[src/rtl/count_ones_sched.sv]
// count_ones_sched: round-robin sharing of one multi-cycle count-ones engine among NUM_REQ requesters
module count_ones_sched #(
  parameter int NUM_REQ = 4,
  parameter int DATA_W  = 8,
  parameter int CNT_W   = $clog2(DATA_W + 1),
  parameter int TIMEOUT = 64
) (
  input  logic                      clk,
  input  logic                      rst_b,
  input  logic [NUM_REQ-1:0]        req_i,
  input  logic [NUM_REQ*DATA_W-1:0] req_data_i,
  output logic [NUM_REQ-1:0]        grant_o,
  output logic [NUM_REQ-1:0]        done_o,
  output logic [CNT_W-1:0]          result_o,
  output logic                      timeout_err_o,
  output logic                      busy_o,
  output logic                      eng_start_o,
  output logic [DATA_W-1:0]         eng_data_o,
  input  logic [CNT_W-1:0]          eng_cnt_i,
  input  logic                      eng_rdy_i
);
  localparam int PW = $clog2(NUM_REQ);
  localparam int WW = $clog2(TIMEOUT);
  typedef enum logic [1:0] {S_IDLE, S_LAUNCH, S_WAIT, S_DONE} state_t;
  state_t              state_q, state_d;
  logic [PW-1:0]       ptr_q, ptr_d, win_q, win_d, win;
  logic [WW-1:0]       wd_q, wd_d;
  logic [NUM_REQ-1:0]  grant_q, grant_d, done_q, done_d;
  logic [CNT_W-1:0]    result_q, result_d;
  logic                terr_q, terr_d, busy_q, busy_d, start_q, start_d, hit;
  logic [DATA_W-1:0]   data_q, data_d;
  // Scan from the farthest candidate back to ptr so the first one in round-robin order wins.
  always_comb begin
    win = ptr_q;
    hit = 1'b0;
    for (int k = NUM_REQ - 1; k >= 0; k--) begin
      int j;
      j = int'(ptr_q) + k;
      j = (j >= NUM_REQ) ? j - NUM_REQ : j;
      if (req_i[j]) begin
        win = PW'(j);
        hit = 1'b1;
      end
    end
  end
  always_comb begin
    state_d  = state_q;
    ptr_d    = ptr_q;
    win_d    = win_q;
    wd_d     = wd_q;
    grant_d  = grant_q;
    done_d   = done_q;
    result_d = result_q;
    terr_d   = terr_q;
    busy_d   = busy_q;
    start_d  = start_q;
    data_d   = data_q;
    case (state_q)
      S_IDLE: if (hit) begin
        state_d = S_LAUNCH;
        win_d   = win;
        grant_d = NUM_REQ'(1) << win;
        data_d  = req_data_i[win*DATA_W +: DATA_W];
        start_d = 1'b1;
        busy_d  = 1'b1;
      end
      // eng_rdy is not trusted here: the engine may still show the previous completion.
      S_LAUNCH: begin
        state_d = S_WAIT;
        start_d = 1'b0;
        wd_d    = '0;
      end
      S_WAIT: if (eng_rdy_i) begin
        state_d  = S_DONE;
        result_d = eng_cnt_i;
        done_d   = grant_q;
      end else if (wd_q == WW'(TIMEOUT - 1)) begin
        state_d  = S_DONE;
        result_d = '0;
        terr_d   = 1'b1;
        done_d   = grant_q;
      end else begin
        wd_d = wd_q + 1'b1;
      end
      default: begin
        state_d = S_IDLE;
        done_d  = '0;
        terr_d  = 1'b0;
        grant_d = '0;
        busy_d  = 1'b0;
        ptr_d   = (win_q == PW'(NUM_REQ - 1)) ? '0 : win_q + 1'b1;
      end
    endcase
  end
  always_ff @(posedge clk) begin
    if (!rst_b) begin
      state_q  <= S_IDLE;
      ptr_q    <= '0;
      win_q    <= '0;
      wd_q     <= '0;
      grant_q  <= '0;
      done_q   <= '0;
      result_q <= '0;
      terr_q   <= 1'b0;
      busy_q   <= 1'b0;
      start_q  <= 1'b0;
      data_q   <= '0;
    end else begin
      state_q  <= state_d;
      ptr_q    <= ptr_d;
      win_q    <= win_d;
      wd_q     <= wd_d;
      grant_q  <= grant_d;
      done_q   <= done_d;
      result_q <= result_d;
      terr_q   <= terr_d;
      busy_q   <= busy_d;
      start_q  <= start_d;
      data_q   <= data_d;
    end
  end
  assign grant_o       = grant_q;
  assign done_o        = done_q;
  assign result_o      = result_q;
  assign timeout_err_o = terr_q;
  assign busy_o        = busy_q;
  assign eng_start_o   = start_q;
  assign eng_data_o    = data_q;
endmodule
[config.mk]
export PLATFORM = sky130hd
export DESIGN_NAME = count_ones_sched
export DESIGN_NICKNAME = d
export VERILOG_FILES = /design/src/rtl/count_ones_sched.sv
export SDC_FILE = /design/constraint.sdc
export NUM_CORES = 1
export LEC_CHECK = 0
export ABC_AREA = 1
export CORE_MARGIN = 1
export CORE_UTILIZATION = 30
export CTS_CLUSTER_DIAMETER = 80
export CTS_CLUSTER_SIZE = 20
export DETAILED_ROUTE_END_ITERATION = 16
export SLEW_MARGIN = 10
export SYNTH_ARGS = -nofsm -noshare
export SYNTH_HDL_FRONTEND = slang
export SYNTH_SLANG_ARGS = --single-unit
[constraint.sdc]
create_clock -name clk -period 4.11 [get_ports clk]
set_input_delay 0.411 -clock clk [delete_from_list [all_inputs] [get_ports clk]]
set_output_delay 0.411 -clock clk [all_outputs]
set_load 0.02 [all_outputs]
# Word level (Yosys, flattened, before mapping)
# Cells that the tools add are included.
# classes
eq_ne	9
shifts	2
magnitude_cmp	8
muxes	45
bitwise_logic	2
mul	0
addsub	9
n_reduce_logical	15
n_div	0
# op_table
op	n
32-bit by 4-bit < comparator with 1-bit output, second input constant	4
32-bit 2-to-1 mux	4
32-bit by 6-bit indexed part select with 8-bit output	1
4-bit 2-to-1 mux	5
2-bit 2-to-1 mux	8
4-bit one-hot mux with 2 select lines	2
1-bit 2-to-1 mux	15
6-bit 2-to-1 mux	2
6-bit one-hot mux with 2 select lines	1
2-bit AND reduction	6
3-bit by 3-bit subtractor with 4-bit output, second input constant	3
3-bit greater-or-equal comparator, second input constant	3
1-bit binary-select mux with 2-bit select	4
2-bit != test, second input constant	4
2-bit by 2-bit adder with 3-bit output, second input constant	2
6-bit by 1-bit adder with 6-bit output, second input constant	1
6-bit == test, second input constant	1
1-bit one-hot mux with 2 select lines	3
2-bit one-hot mux with 3 select lines	1
3-bit AND reduction	2
2-bit nonzero test	3
2-bit == test, second input constant	2
2-bit OR reduction	2
1-bit by 2-bit left shift with 4-bit output, first input constant	1
other kinds (9)	10
# totals
latch_bits	0
mem_count	0
output_inout_bits	23
mem_bits_ro	0
regBits	35
ramBits	0
word_cells	101

# Logic depth before layout (Yosys ltp)
# depth
ltp_word	13
mapped_depth	17
mapped_depth_nobuf	15

# Worst setup path after synthesis
# No wires, ideal clock.
# synth_timing
path_kind	reg2reg
startpoint	reg ptr_q[0]
endpoint	reg data_q[0] (netlist: eng_data_o[0])
setup_slack_ps	2517
path_buffers	2
arrival_ps	1476
required_ps	3993
path_stages_with_launch	16
period_less_slack_ps	1593
cell_sequence	dfxtp_1 -> buf_6 -> inv_8 -> nand2_2 -> nand3_1 -> nand2_1 -> nand3_1 -> nand3_2 -> nand2_2 -> nand2_4 -> buf_12 -> nand2_4 -> nand2_2 -> nor2_2 -> nor2_1 -> nor2_1
# synth_between
elab_chain_len	11
# synth_rtl
item	line_no	rtl
from (decl)	26	logic [PW-1:0] ptr_q, ptr_d, win_q, win_d, win;
from (signal assigned)	110	ptr_q <= ptr_d;
2-bit by 2-bit adder with 3-bit output	38	j = int'(ptr_q) + k;
3-bit by 3-bit subtractor with 4-bit output or 3-bit greater-or-equal comparator (tied branches)	39	j = (j >= NUM_REQ) ? j - NUM_REQ : j;
32-bit 2-to-1 mux	39	
1-bit binary-select mux with 2-bit select	40	if (req_i[j]) begin
1-bit 2-to-1 mux (not written as such) (2 in a row)	40	
2-bit 2-to-1 mux or 1-bit 2-to-1 mux (tied branches) (4 in a row)	40	
32-bit by 6-bit indexed part select with 8-bit output or 2-bit AND reduction (tied branches)	-	
to (signal assigned)	119	data_q <= data_d;
to (decl)	31	logic [DATA_W-1:0] data_q, data_d;
# Parallel ways exist; a longest one is shown, timed or not. The select of a mux whose other input is x is not followed.
# A chain may end at the register's enable or synchronous reset.

# Final worst setup path
# layout_timing
startpoint	reg ptr_q[0]
endpoint	reg data_q[7] (netlist: eng_data_o[7])
# Same word-level chain as after synthesis.

==> results.cfg <==
[status]
status = finished, final reports clean

[worst_setup_path]
critPathRequiredTime_ps = 4300
worst_setup_path_start_kind = flip-flop
critical_path_s_top_delay_family = simple AND/OR/NAND/NOR gates
crit-reg2reg-launch = ptr_q[0]
critical_path.startpoint = ptr_q[0]
critical_path_arrival_ps = 2250
end_kind = flip-flop
path_cells = inv_8, nand2_2, nand2_2, nand2_1, nand3_1, nand3_2, nand2_2, nand2_4, nand2_1, nand2_1, nor2_1, nor2_1, nor2_1
cp_num_buf_inv = 1
worst_path_max_delay_cell = dfxtp_1
cpPeakStageDelay_ps = 630
path_max_fanout = 27
timing_worst_setup_path_type = flip-flop to flip-flop

[logic_synthesis]
asyncSetResetFlopFracSynth_pct = 0
synthTopCellsByArea = dfxtp_1 (35%), nand2_1 (13%), nand3_1 (8.9%), nor2_1 (7.2%), a21oi_1 (5.2%)
synth-seq-area-share_pct = 34.6
yosysMostFrequentCell = nand2_1
post_synth_most_frequent_cells = nand2_1 (69), nor2_1 (39), nand3_1 (36)
synthesis_warnings = 0
post_synth.cell_area_avg_um2 = 6.71
yosys.area.top_type = dfxtp_1
syn_inst = 302
number_of_distinct_library_cells_after_synthesis = 28
synth_edf_count = 0
net_count_after_synthesis = 351
synth_top_flop_cell = dfxtp_1
synth_top_area_share_pct = 34.6
syn_std_cell_area_mm2 = 0.00203
ys_ff_latch = 35

[layout]
final_nets = 414
num_antenna_cells = 0
drive_above_1_share_pct = 11.2
finalInstanceArea_mm2 = 0.00282
final_instance_count_without_filler_cells = 443
fill_cells = 673
area.growth.synth_to_final_pct = 39.2

[power_and_ir_drop]
power_per_cell_area_mw_per_mm2 = 587
power_leakage_nw = 1.22
power.switching_fraction_pct = 44.4
vdd_drop_max_mv = 0.209
power.share.clock_pct = 19.4
comb_power_share_pct = 52.0
p_int_mw = 0.920
sequential_share_of_power_pct = 28.6
switching_power_mw = 0.735
report.power.total_mw = 1.66

[grt]
grt_util_met2_pct = 24.4
globalRouteTotalUtil_pct = 14.9
global_route_wire_length_before_repair_um = 8390
groute.layer.met3.usage_pct = 5.90
first_global_vias = 1912
met1_usage_pct = 18.1
grt_busiest_layer = met2
overflow = 0
antenna_found_initial = 0
largest_net_degree_at_the_start_of_global_routing = 28

[detailed_routing]
via_density_per_instance = 4.61
number_of_remaining_drc_errors = 0
post_drt_wl_per_cell_um = 11.2
drtAntennaViolNets = 0
dr_total_vias = 2043
first_iter_violations = 102
detail_route.wirelength_um = 4960
firstDrtPassIters = 4

[timing]
transition_at_the_pin_with_the_smallest_max_transition_slack_ps = 539
unrepaired_setup_endpoints_after_global_routing = no
timing.setup.tns_ps = 0
slew_violations = 0
finalHoldViolations = 0
fin_crit_sh_pct = 50.0
period_needed_ps = 2060
max_freq_ghz = 0.486
timing.max_slew.rel_slack_pct = 63.9
clock-skew-final_ps = 5.07
finalSetupViolCount = 0

[die]
fp.dieH_um = 84.2
initial_utilization_pct = 31.6
floorplan.die_area_mm2 = 0.00709
standard_cell_rows = 29
pin_count = 66
core_area_mm2 = 0.00642
floorplan.die.width_um = 84.2

[cts]
ctsLongestPathBuffers = 2
clk_pin_slew_ps = 80
cts_hold_buf = 0
clock-sinks = 35
clkLatencyLatePin_ps = 300
cts_tree = built
cts_setup_buffers = 0
cts_inserted_buffers = 5
cts_max_level = 2
cts_root_buffer = clkbuf_8
postCtsResizedCells = 0

[placed_design]
place.gp.congestion = 0.752
placement.cell_area_mm2 = 0.00271
placedCellCount = 435
place.detailed.hpwl_um = 3730
place.port_buffers = 65

[job]
maxCapViolCount = 0

[hold_path]
min-delay-start = result_o[3]
min-delay-path-class = flip-flop to flip-flop
## logic make-up (layout without fill, tap and decap cells)
| group | after synthesis | count (layout) | synth area share (%) |
|---|---|---|---|
| AO/OA/AOI/OAI | 43 | 43 | 11.6 |
| XOR/XNOR | 1 | 1 | 0.432 |
| adder cells (fa/ha/maj) | 6 | 6 | 3.70 |
| buffers and inverters | 42 | 106 | 9.88 |
| flip-flops | 35 | 35 | 34.6 |
| AND/OR/NAND/NOR | 175 | 175 | 39.8 |
## worst paths after layout
kind	end	slack, ps	cells after the start
setup / recovery	eng_data_o[7]	2050	13
hold / removal	result_o[3]	460	2
setup reg to reg	eng_data_o[7]	2050	13
hold reg to reg	result_o[3]	460	2
## final cells by class
type | instances | area, um2 | area share, %
clock buffer | 5 | 68.8 | 2.44
clock inverter | 3 | 47.5 | 1.69
inverter | 33 | 131 | 4.66
multi-input combinational | 225 | 1130 | 39.9
sequential | 35 | 701 | 24.8
tap | 77 | 96.3 | 3.41
timing repair buffer | 65 | 651 | 23.1
## tightest hold or removal path, delay by kind of cell (launching register included)
family	cells	cell delay (ps)
AO/OA/AOI/OAI	1	50
flip-flops	1	310
AND/OR/NAND/NOR	1	60
## metal layers
metal | up-vias | share of wire (%)
li1 | 1096 | -
met1 | 898 | 47
met2 | 43 | 46
met3 | 6 | 5.6
met4 | 0 | 1.1
met5 | - | 0
## through the flow
stage | setup WS, ps | util [%] | hold WS (ps)
final | 2050 | 43.9 | 464
after global routing | 1770 | 43.9 | 480
after CTS | 2020 | 43.9 | 466
after detailed placement | 1800 | 42.1 | 455
after global placement | 1810 | 42.1 | 453
after floorplan | 2520 | - | 448
## placed cells by master (no fill, tap or decap), types with 2 or more instances in the layout
cell type	netlist	layout
nand2_1	69	69
clkdlybuf4s50_1	0	65
nor2_1	39	39
nand3_1	36	36
dfxtp_1	35	35
inv_1	25	25
a21oi_1	21	21
o21ai_0	15	15
nand2_2	11	11
nor2_2	9	9
inv_2	6	6
ha_1	6	6
clkbuf_8	0	5
nand2_4	3	3
a211oi_1	3	3
nand3_2	2	2
nand4_1	2	2
nor3_1	2	2
a22oi_1	2	2
## power groups by stage
| stage | sequential [mW] | clock, mW | combinational, mW |
|---|---|---|---|
| detailed placement | 0.481 | 0 | 0.866 |
| finish | 0.474 | 0.321 | 0.861 |
| floorplan | 0.528 | 0 | 0.591 |
| global placement | 0.481 | 0 | 0.858 |
| global route | 0.483 | 0.349 | 0.982 |
| CTS | 0.475 | 0.331 | 0.873 |
## registers in the layout, summed over array words and instances (netlist names)
signal,cells
busy_o,1
done_o,4
eng_data_o,8
eng_start_o,1
grant_o,4
ptr_q,2
result_o,4
state_q,2
timeout_err_o,1
wd_q,6
win_q,2
(Power assumes the default switching activity.)
